**src/rtl/exc_pkg.sv**
```systemverilog
// Shared definitions for the exception-tracking pipeline: cause codes and the
// per-stage record carried alongside each instruction.
package exc_pkg;

  // Widths the stage record is built with; exc_pipe parameters default to these.
  localparam int unsigned REC_ADDR_W = 32;
  localparam int unsigned REC_CODE_W = 5;

  localparam logic [REC_CODE_W-1:0] EXC_INT  = 5'd0;
  localparam logic [REC_CODE_W-1:0] EXC_ADEL = 5'd4;
  localparam logic [REC_CODE_W-1:0] EXC_ADES = 5'd5;
  localparam logic [REC_CODE_W-1:0] EXC_RI   = 5'd10;
  localparam logic [REC_CODE_W-1:0] EXC_OV   = 5'd12;

  typedef struct packed {
    logic                  valid;
    logic [REC_ADDR_W-1:0] pc;
    logic                  bd;
    logic                  pend;
    logic [REC_CODE_W-1:0] code;
  } stage_t;

endpackage

```
**src/rtl/exc_pipe_if.sv**
```systemverilog
// Bundle of fetch inputs, per-stage raises, interrupt/eret controls and the
// commit-stage results of the exception pipeline.
interface exc_pipe_if #(
  parameter int unsigned STAGES = 4,
  parameter int unsigned ADDR_W = 32,
  parameter int unsigned CODE_W = 5,
  parameter int unsigned INT_N  = 6
);

  logic                     stall;
  logic                     in_valid;
  logic [ADDR_W-1:0]        in_pc;
  logic                     in_bd;
  logic                     in_raise;
  logic [CODE_W-1:0]        in_code;
  logic [STAGES-1:0]        st_raise;
  logic [STAGES*CODE_W-1:0] st_code;
  logic                     eret_commit;
  logic [INT_N-1:0]         int_req;
  logic [INT_N-1:0]         int_mask;
  logic                     ie;
  logic                     exc_take;
  logic [CODE_W-1:0]        exc_code;
  logic [ADDR_W-1:0]        exc_epc;
  logic                     exc_bd;
  logic                     flush;
  logic                     eret_take;
  logic                     exl;

  modport master (
    output stall, in_valid, in_pc, in_bd, in_raise, in_code, st_raise, st_code,
    output eret_commit, int_req, int_mask, ie,
    input  exc_take, exc_code, exc_epc, exc_bd, flush, eret_take, exl
  );

  modport slave (
    input  stall, in_valid, in_pc, in_bd, in_raise, in_code, st_raise, st_code,
    input  eret_commit, int_req, int_mask, ie,
    output exc_take, exc_code, exc_epc, exc_bd, flush, eret_take, exl
  );

endinterface

```
**src/rtl/exc_stage_merge.sv**
```systemverilog
// Folds one stage's raise into the record it currently holds; an already
// pending code is never overwritten so the earliest exception wins.
module exc_stage_merge
  import exc_pkg::*;
(
  input  stage_t                cur,
  input  logic                  raise,
  input  logic [REC_CODE_W-1:0] code,
  output stage_t                merged
);

  // Raises against bubbles or already-faulted instructions are dropped.
  always_comb begin
    merged = cur;
    if (!cur.pend && cur.valid && raise) begin
      merged.pend = 1'b1;
      merged.code = code;
    end
  end

endmodule

```
**src/rtl/exc_pipe.sv**
```systemverilog
// Exception-tracking pipeline: carries PC/BD/first exception code through
// STAGES registers, arbitrates against interrupts at commit and tracks EXL.
module exc_pipe
  import exc_pkg::*;
#(
  parameter int unsigned STAGES = 4,
  parameter int unsigned ADDR_W = REC_ADDR_W,
  parameter int unsigned CODE_W = REC_CODE_W,
  parameter int unsigned INT_N  = 6
) (
  input  logic       clk,
  input  logic       reset,
  exc_pipe_if.slave  bus
);

  stage_t stage_q [STAGES];
  stage_t stage_d [STAGES];
  stage_t merged  [STAGES];
  stage_t in_rec;
  stage_t commit;

  logic exl_q, exl_d;
  logic int_hit, exc_take, eret_take, flush;

  for (genvar s = 0; s < STAGES; s++) begin : g_merge
    exc_stage_merge u_merge (
      .cur    (stage_q[s]),
      .raise  (bus.st_raise[s]),
      .code   (bus.st_code[s*CODE_W +: CODE_W]),
      .merged (merged[s])
    );
  end

  // Fetch-side record; a fetch raise starts the instruction already pending.
  always_comb begin
    in_rec       = '0;
    in_rec.valid = bus.in_valid;
    in_rec.pc    = bus.in_pc;
    in_rec.bd    = bus.in_bd;
    in_rec.pend  = bus.in_valid & bus.in_raise;
    in_rec.code  = in_rec.pend ? bus.in_code : '0;
  end

  // Commit arbitration: interrupt beats a pending exception, which beats eret.
  always_comb begin
    commit    = merged[STAGES-1];
    int_hit   = bus.ie & ~exl_q & (|(bus.int_req & bus.int_mask)) & commit.valid;
    exc_take  = int_hit | (commit.valid & commit.pend);
    eret_take = ~exc_take & bus.eret_commit & exl_q;
    flush     = exc_take | eret_take;
  end

  // Stage advance; a stalled stage 0 keeps its merged record so raises stick.
  always_comb begin
    stage_d[0] = bus.stall ? merged[0] : in_rec;
    for (int s = 1; s < STAGES; s++) begin
      stage_d[s] = merged[s-1];
    end
    if (bus.stall) begin
      stage_d[1] = '0;
    end
    if (flush) begin
      for (int s = 0; s < STAGES; s++) begin
        stage_d[s] = '0;
      end
    end
  end

  // EXL enters on any exception/interrupt entry and leaves on an accepted eret.
  always_comb begin
    exl_d = exl_q;
    if (exc_take) begin
      exl_d = 1'b1;
    end else if (eret_take) begin
      exl_d = 1'b0;
    end
  end

  // State registers with synchronous reset.
  always_ff @(posedge clk) begin
    if (reset) begin
      for (int s = 0; s < STAGES; s++) begin
        stage_q[s] <= '0;
      end
      exl_q <= 1'b0;
    end else begin
      for (int s = 0; s < STAGES; s++) begin
        stage_q[s] <= stage_d[s];
      end
      exl_q <= exl_d;
    end
  end

  // Cause/EPC outputs are forced to zero unless an entry is happening.
  always_comb begin
    bus.exc_take  = exc_take;
    bus.eret_take = eret_take;
    bus.flush     = flush;
    bus.exl       = exl_q;
    bus.exc_code  = '0;
    bus.exc_epc   = '0;
    bus.exc_bd    = 1'b0;
    if (exc_take) begin
      bus.exc_code = int_hit ? EXC_INT : commit.code;
      bus.exc_epc  = commit.bd ? (commit.pc - ADDR_W'(4)) : commit.pc;
      bus.exc_bd   = commit.bd;
    end
  end

endmodule

```
**src/flat_wrapper.sv**
```systemverilog
// flat-port wrapper written by rule: the top's interface ports become plain ports
module exc_pipe_flat import exc_pkg::*;
#(
  parameter int unsigned STAGES = 4,
  parameter int unsigned ADDR_W = REC_ADDR_W,
  parameter int unsigned CODE_W = REC_CODE_W,
  parameter int unsigned INT_N  = 6
)
  (clk, reset, bus_stall, bus_in_valid, bus_in_pc, bus_in_bd, bus_in_raise, bus_in_code, bus_st_raise, bus_st_code, bus_eret_commit, bus_int_req, bus_int_mask, bus_ie, bus_exc_take, bus_exc_code, bus_exc_epc, bus_exc_bd, bus_flush, bus_eret_take, bus_exl);
  exc_pipe_if #(.STAGES(STAGES), .ADDR_W(ADDR_W), .CODE_W(CODE_W), .INT_N(INT_N)) bus_i ();
  input  logic clk;
  input  logic reset;
  input wire logic [$bits(bus_i.stall)-1:0] bus_stall;
  input wire logic [$bits(bus_i.in_valid)-1:0] bus_in_valid;
  input wire logic [$bits(bus_i.in_pc)-1:0] bus_in_pc;
  input wire logic [$bits(bus_i.in_bd)-1:0] bus_in_bd;
  input wire logic [$bits(bus_i.in_raise)-1:0] bus_in_raise;
  input wire logic [$bits(bus_i.in_code)-1:0] bus_in_code;
  input wire logic [$bits(bus_i.st_raise)-1:0] bus_st_raise;
  input wire logic [$bits(bus_i.st_code)-1:0] bus_st_code;
  input wire logic [$bits(bus_i.eret_commit)-1:0] bus_eret_commit;
  input wire logic [$bits(bus_i.int_req)-1:0] bus_int_req;
  input wire logic [$bits(bus_i.int_mask)-1:0] bus_int_mask;
  input wire logic [$bits(bus_i.ie)-1:0] bus_ie;
  output wire logic [$bits(bus_i.exc_take)-1:0] bus_exc_take;
  output wire logic [$bits(bus_i.exc_code)-1:0] bus_exc_code;
  output wire logic [$bits(bus_i.exc_epc)-1:0] bus_exc_epc;
  output wire logic [$bits(bus_i.exc_bd)-1:0] bus_exc_bd;
  output wire logic [$bits(bus_i.flush)-1:0] bus_flush;
  output wire logic [$bits(bus_i.eret_take)-1:0] bus_eret_take;
  output wire logic [$bits(bus_i.exl)-1:0] bus_exl;
  assign bus_i.stall = bus_stall;
  assign bus_i.in_valid = bus_in_valid;
  assign bus_i.in_pc = bus_in_pc;
  assign bus_i.in_bd = bus_in_bd;
  assign bus_i.in_raise = bus_in_raise;
  assign bus_i.in_code = bus_in_code;
  assign bus_i.st_raise = bus_st_raise;
  assign bus_i.st_code = bus_st_code;
  assign bus_i.eret_commit = bus_eret_commit;
  assign bus_i.int_req = bus_int_req;
  assign bus_i.int_mask = bus_int_mask;
  assign bus_i.ie = bus_ie;
  assign bus_exc_take = bus_i.exc_take;
  assign bus_exc_code = bus_i.exc_code;
  assign bus_exc_epc = bus_i.exc_epc;
  assign bus_exc_bd = bus_i.exc_bd;
  assign bus_flush = bus_i.flush;
  assign bus_eret_take = bus_i.eret_take;
  assign bus_exl = bus_i.exl;
  exc_pipe #(.STAGES(STAGES), .ADDR_W(ADDR_W), .CODE_W(CODE_W), .INT_N(INT_N)) u_core (.clk(clk), .reset(reset), .bus(bus_i));
endmodule
```
**config.mk**
```make
export PLATFORM = sky130hd
export DESIGN_NAME = exc_pipe_flat
export DESIGN_NICKNAME = d
export VERILOG_FILES = /design/src/rtl/exc_pkg.sv /design/src/rtl/exc_pipe_if.sv /design/src/rtl/exc_stage_merge.sv /design/src/rtl/exc_pipe.sv /design/src/flat_wrapper.sv
export SDC_FILE = /design/constraint.sdc
export NUM_CORES = 1
export LEC_CHECK = 0
export CAP_MARGIN = 10
export CELL_PAD_IN_SITES_DETAIL_PLACEMENT = 1
export CELL_PAD_IN_SITES_GLOBAL_PLACEMENT = 1
export CORE_UTILIZATION = 44
export CTS_CLUSTER_DIAMETER = 200
export DETAILED_ROUTE_END_ITERATION = 10
export PLACE_DENSITY = 0.94
export SYNTH_ARGS = -nofsm -noshare
export SYNTH_HDL_FRONTEND = slang
export SYNTH_HIERARCHICAL = 1
export SYNTH_SLANG_ARGS = --single-unit
```
**constraint.sdc**
```tcl
create_clock -name clk -period 4.7 [get_ports clk]
set_input_delay 1.41 -clock clk [delete_from_list [all_inputs] [get_ports clk]]
set_output_delay 1.41 -clock clk [all_outputs]
set_load 0.02 [all_outputs]
```
### Word-level counts from Yosys, hierarchy flattened

Memories as Yosys holds them, arrays and structs flattened.
Index checks and enable logic that the tools add are counted.

* register bits after elaboration: 1
* RAM bits: 160
* output and inout bits: 42
* logic and storage cells: 55
* memories kept: 1

Memories
* u_core.stage_q: words 4, width 40, read ports 4, clocked after memory_dff 0, wr ports 4, line exc_pipe.sv:16 `stage_t stage_q [STAGES];`

* $add $sub $neg: 1
* mux-type cells: 22
* bitwise operators: 16
* reductions and logical operators: 14

Operators by type and width (number)
* two-way mux 40 bit: 6
* two-way mux 160 bit: 1
* two-way mux 32 bit: 2
* subtractor 32 x 3 -> 32 bit (second input constant): 1
* two-way mux 6 bit: 4
* two-way mux 5 bit: 3
* logical AND 1 bit: 8
* bitwise AND 1 bit: 7
* bitwise AND 6 bit: 1
* two-way mux 1 bit: 6
* bitwise OR 1 bit: 6
* OR reduction 6 bit: 1
* zero test 1 bit: 4
* NOT 1 bit: 2
* nonzero test 2 bit: 1

### Depth between registers and ports, before layout

* word-level depth: 12
* depth in mapped cells: 8

### Modules after synthesis

The synthesis kept the hierarchy.

Modules (own cells, without submodules)
* exc_pipe: instances 1, cells an instance 548, area each 5641.7 um2
* exc_stage_merge: instances 4, cells an instance 41, area each 359.1 um2

### Worst setup path before layout

No wires, ideal clock.

* path kind: input-to-output
* start point: in bus_st_raise[3]
* end point: out bus_flush
* arrival time: 2.696 ns
* data required time: 3.290 ns
* slack: 0.594 ns
* stages on the path: 6
* path buffers: 2
* path through: a21o_2 > and2_1 > clkbuf_1 > nor2_1 > clkbuf_1 > nand2_1

* word-level cells in the longest chain between the ends: 8

RTL lines
* from (decl): line flat_wrapper.sv:19 `input wire logic [$bits(bus_i.st_raise)-1:0] bus_st_raise;`
* logical AND 1 bit (*): line exc_stage_merge.sv:15 `if (!cur.pend && cur.valid && raise) begin`
* two-way mux 6 bit (*): line exc_stage_merge.sv:15
* bitwise AND 1 bit (*): line exc_pipe.sv:48 `exc_take = int_hit | (commit.valid & commit.pend);`
* bitwise OR 1 bit (*): line exc_pipe.sv:48
* NOT 1 bit: line exc_pipe.sv:49 `eret_take = ~exc_take & bus.eret_commit & exl_q;`
* bitwise AND 1 bit (2 in series): line exc_pipe.sv:49
* bitwise OR 1 bit (*): line exc_pipe.sv:50 `flush = exc_take | eret_take;`
* to (decl): line flat_wrapper.sv:29 `output wire logic [$bits(bus_i.flush)-1:0] bus_flush;`

Mark *: on every way between the ends. The rest lies on a longest branch, timed or not.

### Final worst setup path

* start point: in bus_int_req[0]
* end point: out bus_exc_code[4]

* word-level cells in the longest chain between the ends: 6

RTL lines
* from (decl): line flat_wrapper.sv:22 `input wire logic [$bits(bus_i.int_req)-1:0] bus_int_req;`
* bitwise AND 6 bit (*): line exc_pipe.sv:47 `int_hit = bus.ie & ~exl_q & (|(bus.int_req & bus.int_mask)) & commit.valid;`
* OR reduction 6 bit (*): line exc_pipe.sv:47
* bitwise AND 1 bit (*) (2 in series): line exc_pipe.sv:47
* two-way mux 5 bit or bitwise OR 1 bit (tied branches): line exc_pipe.sv:104, exc_pipe.sv:48
* two-way mux 5 bit (*): line exc_pipe.sv:103 `if (exc_take) begin`
* to (decl): line flat_wrapper.sv:26 `output wire logic [$bits(bus_i.exc_code)-1:0] bus_exc_code;`

Marks and branches as above.

==> metrics.txt <==
clock slew seen by the registers of the worst setup and hold paths 0.06 ns; Data arrival, critical path 3.23 ns; Clock Skew 0.00442 ns; hold endpoint u_core/stage_q[2][8]; routed wire length 14.0 mm; Root Buffer clkbuf_16; Via density 4.74; Yosys reg bits 161; Clock Sinks 161; initial antenna violation count 0; site row count 45; Finished Layout Cells 920; vias in the first global route 4604; Initial Util 0.459; Die H 129 microns; reg-to-reg slack, setup 2.59 ns; antenna fix cells 0; Final Cycle Share 0.986; WL/cell 15.2 microns; core area 15400 sq um; Critical Path End Type output port; layout cells sized above 1 0.121; reg2reg end u_core/stage_q[1][12]; Static Leakage 3.53 nW; Clock Latency Late Sink 0.40 ns; final setup vio count 0; critical path required time 3.29 ns; fmax 216 MHz; R2R Path Start u_core/stage_q[3][39]; commonest non-fill, non-tap cell in the layout dfxtp_1; cts-stage hold buffer count 0; area delta synth->final 14.6%; quantity of I/O buffers inserted on ports 122; Setup WS post-layout 0.0646 ns; GRT Util Overall 0.178; DP HPWL 10.2 mm; post-layout util 0.526; Yosys cell types 42; Post-synth EDFFs 0; final worst path period need 4.64 ns; DP Area 7530 sq um; hold depth 1; CP max FO 7; Startpoint Class input port; largest area contributor in the netlist dfxtp_1; Layout Cell Area excl Fill 8110 sq um; Clock Path Buffers 2; largest net degree at the start of global routing 81; CP Class input port to output port; RSZ-0062 raised after global routing false; H-tree lvl count 4; drt pass-1 iters 4; number of buffers created by CTS 17; max_slew headroom 0.368; area of the mapped netlist 7080 sq um; Main synth FF type dfxtp_1; Slew Viols, Final 0; post-synth net total 794; slew at the pin closest to its max-slew limit 0.948 ns; post-synth top area share 0.455; hold crit path type flop to flop; Final ANT Viol Nets 0; Max Cap Violations 0; Synth area leaders dfxtp_1, buf_4, and2_1, mux2i_1, mux2_4; Yosys warnings 6; PD cells 361 nW/um^2; most frequent cells in the layout dfxtp_1, clkdlybuf4s50_1, and2_1, nor2_1, nor3b_1; DRT iter0 DRCs 224; Hold Fails Final Rpt 0; TritonCTS clock tree done; outcome completed; Post-Syn Area per Cell 9.94 sq um; VDD IR max 0.230 mV; Mapped Cells 712; sequential area share after synthesis 0.455; DRC 0; worst slack at placement -0.121 ns; fin nets 779; full die area 16600 sq um; global-route wire length before repair 23.1 mm; DP Cell Count 888; vias after detailed routing 4362; hold_sp u_core/stage_q[1][8]; R2R depth 6; die width 129 microns; Post-Route Setup TNS 0 ns; remaining global-route overflow 0; Post-synth ARST share 0; routability congestion estimate from global placement 0.802; IO Pins 123
worst max path at each step:
stage / end / cells after the start / start / slack (ns)
5_1_grt: bus_exc_code[2] / 6 / bus_int_req[0] / 0.01
3_5_place_dp: bus_exc_epc[20] / 7 / bus_int_req[0] / -0.12
2_1_floorplan: bus_flush / 6 / bus_st_raise[3] / 0.59
6_report: bus_exc_code[4] / 6 / bus_int_req[0] / 0.06
3_3_place_gp: bus_exc_epc[23] / 7 / bus_int_req[3] / -0.05
4_1_cts: bus_exc_bd / 7 / bus_int_req[0] / 0.007
metal layers:
metal,GRT usage,wire length [microns]
met2,0.310,6950
met1,0.210,6170
met4,0.0747,330
met5,0,0
met3,0.0420,539
synth_stat cells (7+ instances only):
library cell and count:
nor2_1 57, a22oi_1 8, or4_1 15, clkbuf_1 33
a21oi_1 18, o31ai_1 12, mux2i_1 35, nor4_1 8
and2_1 81, dfxtp_1 161, nor3b_1 40, nand2_1 8
mux2_4 20, buf_4 137, xnor2_1 10, or3_1 7
nor3_1 7
sequential cells by signal, summed over array words and instances, names as in the netlist:
name and count:
u_core/stage_q 160, u_core/bus.exl 1
cell families after synthesis:
family,after synthesis,synth area share
compound gates,51,0.0467
fa+ha+maj,1,0.00177
buf+inv,176,0.166
mux,55,0.0919
simple gates,256,0.223
flops,161,0.455
xor+xnor,12,0.0148
stage by stage:
stage | hold slack, ns | total power, mW
after floorplan | 0.495 | 1.57
after global placement | 0.411 | 1.62
after detailed placement | 0.413 | 1.63
after CTS | 0.422 | 2.96
after global routing | 0.442 | 3.04
final | 0.422 | 2.93
where the power goes:
group,switching [mW],internal [mW],total (mW)
Clock,0.494,0.831,1.32
Sequential,0.0184,1.40,1.42
Combinational,0.0774,0.108,0.185
timing repair:
item,CTS,global route
gates resized for setup,33,6
setup endpoints to repair,34,5
endpoints found under the hold margin,0,0
setup buffers,1,0
critical path, cell delays in order:
cell,delay (ns)
clkdlybuf4s50_1,0.40
a22oi_1,0.28
a31o_2,0.22
buf_4,0.14
and3_1,0.17
clkdlybuf4s50_1,0.60
layout make-up:
type                            count  area, sq um
Clock inverter                     10          109
Timing Repair Buffer              138         1320
Sequential cell                   161         3220
Fill cell                        1686         7320
Tap cell                          211          264
Clock buffer                       21          480
Inverter                            4         15.0
Multi-Input combinational cell    375         2700
No activity file was read; power rests on OpenSTA's default activity.
